`config.mk`:
```
export PLATFORM = sky130hd
export DESIGN_NAME = inst_fetch
export DESIGN_NICKNAME = d
export VERILOG_FILES = /design/src/rtl/inst_fetch.sv
export SDC_FILE = /design/constraint.sdc
export NUM_CORES = 1
export LEC_CHECK = 0
export BUFFER_PORTS_ARGS = -buffer_cell sky130_fd_sc_hd__buf_2
export CAP_MARGIN = 10
export CORE_ASPECT_RATIO = 0.75
export CORE_UTILIZATION = 30
export CTS_CLUSTER_SIZE = 16
export DETAILED_ROUTE_END_ITERATION = 16
export GPL_TIMING_DRIVEN = 0
export SYNTH_ARGS = -nofsm -noshare
export SYNTH_HDL_FRONTEND = slang
export SYNTH_SLANG_ARGS = --single-unit
```
`constraint.sdc`:
```
create_clock -name clk -period 1.9 [get_ports clk]
set_input_delay 0.095 -clock clk [delete_from_list [all_inputs] [get_ports clk]]
set_output_delay 0.095 -clock clk [all_outputs]
set_load 0.01 [all_outputs]
```
`src/rtl/inst_fetch.sv`:
```
// Sequential instruction fetch unit with stall re-read, redirect and restart tracking.
// Optional misaligned-redirect fault detection is enabled by defining FETCH_ALIGN_CHECK_EN.
module inst_fetch #(
    parameter logic [31:0] RESET_PC = 32'h0000_0000
) (
    input  logic        clk,
    input  logic        rst_n,
    input  logic        fetch_en,
    output logic [31:0] imem_addr,
    input  logic [31:0] imem_rdata,
    output logic [31:0] inst,
    output logic [31:0] inst_pc,
    output logic        inst_valid,
    input  logic        inst_ready,
    input  logic        redirect_valid,
    input  logic [31:0] redirect_pc,
    output logic        fetch_fault
);

    logic        pend_q;
    logic        pend_d;
    logic [31:0] pend_pc_q;
    logic [31:0] pend_pc_d;
    logic [31:0] redir_pc;
    logic        fault_q;
    logic        fault_d;

`ifdef FETCH_ALIGN_CHECK_EN
    logic misalign;

    assign redir_pc = redirect_pc;
    assign misalign = redirect_valid & (redirect_pc[1:0] != 2'b00);
    assign fault_d  = fault_q | misalign;

    always_ff @(posedge clk or negedge rst_n) begin
        if (!rst_n) begin
            fault_q <= 1'b0;
        end else begin
            fault_q <= fault_d;
        end
    end
`else
    logic unused_redir_lsbs;

    assign redir_pc          = {redirect_pc[31:2], 2'b00};
    assign fault_q           = 1'b0;
    assign fault_d           = 1'b0;
    assign unused_redir_lsbs = ^redirect_pc[1:0];
`endif

    // pend_pc also serves as the restart address while idle: it always holds
    // the last issued address, which is the next instruction not yet accepted.
    always_comb begin
        imem_addr = pend_pc_q;
        if (!rst_n) begin
            imem_addr = RESET_PC;
        end else if (redirect_valid) begin
            imem_addr = redir_pc;
        end else if (pend_q && !inst_ready) begin
            imem_addr = pend_pc_q;
        end else if (pend_q) begin
            imem_addr = pend_pc_q + 32'd4;
        end
    end

    assign pend_pc_d = imem_addr;
    assign pend_d    = fetch_en & ~fault_d;

    always_ff @(posedge clk or negedge rst_n) begin
        if (!rst_n) begin
            pend_q    <= 1'b0;
            pend_pc_q <= RESET_PC;
        end else begin
            pend_q    <= pend_d;
            pend_pc_q <= pend_pc_d;
        end
    end

    assign inst_valid  = pend_q & ~redirect_valid;
    assign inst_pc     = pend_pc_q;
    assign inst        = imem_rdata;
    assign fetch_fault = fault_q;

endmodule

```
* Word level (Yosys, flattened, before mapping) *
Index checks and enable logic that the tools add are counted.

operators by class
  $add $sub $neg = 1
  multiply operators = 0
  divide/modulo/power cells = 0
  magnitude comparators = 0
  eq/ne operators = 0
  shift-type cells = 0
  muxes and demuxes = 4
  bitwise operators = 2
  reduce and logical (&&, ||, !) cells = 2

operator list
  cell                                                              number
  32-bit two-way mux                                                4
  32-bit by 3-bit adder with 32-bit output (second input constant)  1
  1-bit bitwise AND                                                 1
  1-bit logical AND                                                 1
  1-bit zero test                                                   1
  1-bit inverter                                                    1

word-level totals
  bits in registers = 33
  latch bits = 0
  memory bits (writable) = 0
  bits in read-only memories = 0
  output and inout port bits = 98
  logic and storage cells = 11
  memories = 0

* Longest topological paths before layout *
  word-level depth = 5
  mapped depth = 6
  depth with buffers taken out = 5

* Worst setup path after synthesis *
OpenSTA, ideal clock, no wires.

  path type = register -> register
  start = register pend_pc_q[2], in the netlist inst_pc[2]
  end = register pend_pc_q[20], in the netlist inst_pc[20]
  data arrival time = 1.967 ns
  setup slack = -0.198 ns
  stages on the path, launching flop included = 7
  clock period less this slack = 2.098 ns
  cell sequence = dfrtp_1 > ha_1 > nand3_1 > or3_1 > buf_2 > or4_1 > a31oi_1

between the ends
  word-level cells in the longest chain between the ends = 5

ends and longest elaborated chain
  element                                   RTL line  source
  start: declaration                        22        logic [31:0] pend_pc_q;
  start signal: assignment                  75        pend_pc_q <= pend_pc_d;
  32-bit by 3-bit adder with 32-bit output  62        imem_addr = pend_pc_q + 32'd4;
  32-bit two-way mux                        61        end else if (pend_q) begin
  32-bit two-way mux                        59        end else if (pend_q && !inst_ready) begin
  32-bit two-way mux                        57        end else if (redirect_valid) begin
  32-bit two-way mux                        55        if (!rst_n) begin
  net imem_addr[20]                         9         output logic [31:0] imem_addr,

The timed path passes the listed nets, and every way through them passes these cells.

* Final worst setup path *
  start = register pend_pc_q[7], in the netlist inst_pc[7]
  end = output port imem_addr[20]

between the ends
  word-level cells in the longest chain between the ends = 5

ends and longest elaborated chain
  element                                   RTL line
  32-bit by 3-bit adder with 32-bit output  62
  32-bit two-way mux                        61
  32-bit two-way mux                        59
  32-bit two-way mux                        57
  32-bit two-way mux                        55
  end: declaration                          9

Every way passes these cells.

==> flow_summary.toml <==
[synth]
ys_async_sr_fraction_pct = 100
synth-seq-cells = 33
synthCells = 278
avgSynthCellArea_um2 = 8.47
synth_edf_count = 0
yosysUniqueCellTypes = 48
synth_fp_nets = 348
syn_area_um2 = 2350
seq_area_frac_synth_pct = 35.1
ys_warn_count = 0
synth_flop_cell = "dfrtp_1"

[die]
die_w_um = 104
die-area_um2 = 8210
core_um2 = 7470
std_cell_rows = 27
io_pins = 167
die_h_um = 78.7
initial_core_util_pct = 31.5

[clock_network]
clock_sinks = 33
cts_buffer_depth = 2
cts_tree = "yes"
numCtsBuffers = 5
clk-insertion-delay-late_ns = 0.28
clk_pin_slew_ns = 0.07
h-tree-depth = 2
clock-root-buffer = "clkbuf_8"

[timing]
slew_headroom_pct = 61.6
period_share_pct = 117
finalMaxSlewViolations = 0
worst_pin_slew_ns = 0.576
fin_crit_ns = 2.22
fin_ws_ns = -0.316
final-setup-viol-count = 20
skew_ns = 0.00803
fmax_mhz = 451
rsz0062_at_grt = "yes"
hold_violations = 0
timing.hold.ws_ns = 0.0646
setup_tns_ns = -3.63

[pwr]
p_leak_nw = 1.88
p_per_area_nw_per_um2 = 481
vdd_ir_drop_max_mv = 0.235
p_total_w = 0.00190

[global_route]
grt.total_usage_pct = 19.6
grt_pass1_wl_mm = 12.9
antenna_found_initial = 0
grt_start_max_net_pins = 34
grt_pass1_vias = 2543
grt.overflow.total = 0

[setup_path]
critPathArrivalTime_ns = 2.12
reg2reg_slack_ns = 0.12
cp_max_fo = 8
slowest_stage = "or3_4"
endpoint_kind = "output port"
crit_type = "register to output port"
required_ns = 1.80
cp-start-kind = "register"
critPathMaxStageDelay_ns = 0.48
path_cells = "nand2_2, or3_4, or4_4, a31oi_4, buf_2"

[placed_design]
pre_cts_ws_ns = -0.357
dp_hpwl_mm = 5.94
port_buffers = 130
place_congestion = 0.826

[status]
violations = "setup timing"
status = "finished with violations"

[finish]
drive_gt1_share_pct = 60.9
final_nets = 516
nFillCells = 682
diodes = 0
area_delta_synth_final_pct = 68.1
utilization_pct = 53.0

[routing]
drt_wl_total_mm = 8.43
via_count = 2813
wl_per_cell_um = 15.4
drt_iter0_drc = 172
drc_errors = 0
viasPerCell = 5.13
final_antenna_net_count = 0
dr.pass1.iters = 4

[flow_run]
max_cap_viol_count = 0

[worst_hold_path]
min_path_type = "input pin to register"
worst max-delay path: cells and delay by family, from the launching register on:
kind	cells	cell delay [ns]
DFF	1	0.41
buffers and inverters	1	0.15
and+or+nand+nor	3	1.09
AOI/OAI and AO/OA	1	0.18
area by class of cell:
class                   count  area [um2]  area share [%]
well taps                 101         126            3.19
multi-input cells         193        1600            40.5
clock buffers               8        80.1            2.02
repair buffers            163         978            24.7
inverters                   4        15.0           0.379
plain buffers              46         315            7.96
flip-flops and latches     33         842            21.3
placed cells by master (no fill, tap or decap), types with 5 or more instances in the layout:
cell,instances
buf_2,126
buf_4,55
o21ai_0,23
dfrtp_1,20
nand2_1,19
nand4_1,15
buf_6,14
dfrtp_2,13
clkbuf_1,12
nand3_1,7
clkbuf_8,6
or4_4,6
nor3_1,5
nor2b_1,5
and2_1,5
and3_1,5
nor2_1,5
a31oi_4,5
where the power goes:
part           internal, W  switching [W]  total [W]
Combinational     0.000273       0.000285   0.000558
Clock             0.000261       0.000260   0.000520
Sequential        0.000751      0.0000747   0.000826
Total              0.00128       0.000620    0.00190
synth_stat cells, drive strengths merged (5+ instances only):
library cell  instances  share of area (%)
a21oi                 6                1.3
or4                   6                1.9
dfrtp                33                 35
buf                  35                 11
nand4                15                4.0
nand3                13                2.8
o21ai                23                4.9
clkbuf               13                2.1
and2                  7                1.9
and3                  7                1.9
a31oi                10                2.7
nand2                22                3.7
nor2b                 5                1.3
nor3                  9                1.9
xor2                  5                1.9
nor2                  6               0.96
o31ai                 5                1.6
nor4                  6                1.9
logic make-up (layout without fill, tap and decap cells):
group | count (synthesis) | after routing | share of synthesized area [%]
AND/OR/NAND/NOR | 117 | 117 | 28.7
AO/OA/AOI/OAI | 64 | 64 | 18.0
buffers and inverters | 52 | 221 | 13.8
flip-flops | 33 | 33 | 35.1
XOR/XNOR | 9 | 9 | 3.35
adder cells (fa/ha/maj) | 1 | 1 | 0.531
other | 1 | 1 | 0.159
multiplexers | 1 | 1 | 0.425
path summary, 6_finish.rpt:
check	depth (start not counted)	start	endpoint
min in group asynchronous	3	rst_n	inst_pc[3]
min	2	redirect_pc[4]	inst_pc[4]
max	5	inst_pc[7]	imem_addr[20]
min reg2reg	1	inst_pc[1]	inst_pc[1]
max reg2reg	4	inst_pc[7]	inst_pc[14]
max in group asynchronous	3	rst_n	inst_pc[6]
flip-flops by register name (all words and copies together) (netlist names):
register,count
inst_pc,32
pend_q,1
what timing repair did:
item / 4_1_cts / 5_1_grt
pin swaps: 25 / 32
resized for setup: 46 / 54
hold buffers: 3 / 0
setup endpoints to repair: 37 / 31
endpoints found under the hold margin: 34 / 0
setup buffers: 18 / 13
through the flow:
| step | area (um2) | std cells |
|---|---|---|
| 4_1_cts | 3640 | 536 |
| 6_report | 3960 | 548 |
| 3_5_place_dp | 3190 | 509 |
| 5_1_grt | 3960 | 548 |
| 2_1_floorplan | 2410 | 278 |
| 3_3_place_gp | 3190 | 509 |
routing by layer:
layer	wire (um)	share of wire, %	vias to the layer above	track usage [%]
met5	0	0	-	0
met4	96	1.1	0	5.71
met3	568	6.7	11	4.84
met2	3730	44	126	30.7
met1	4040	48	1324	26.8
li1	-	-	1352	-
Power figures use the tool's default switching activity.
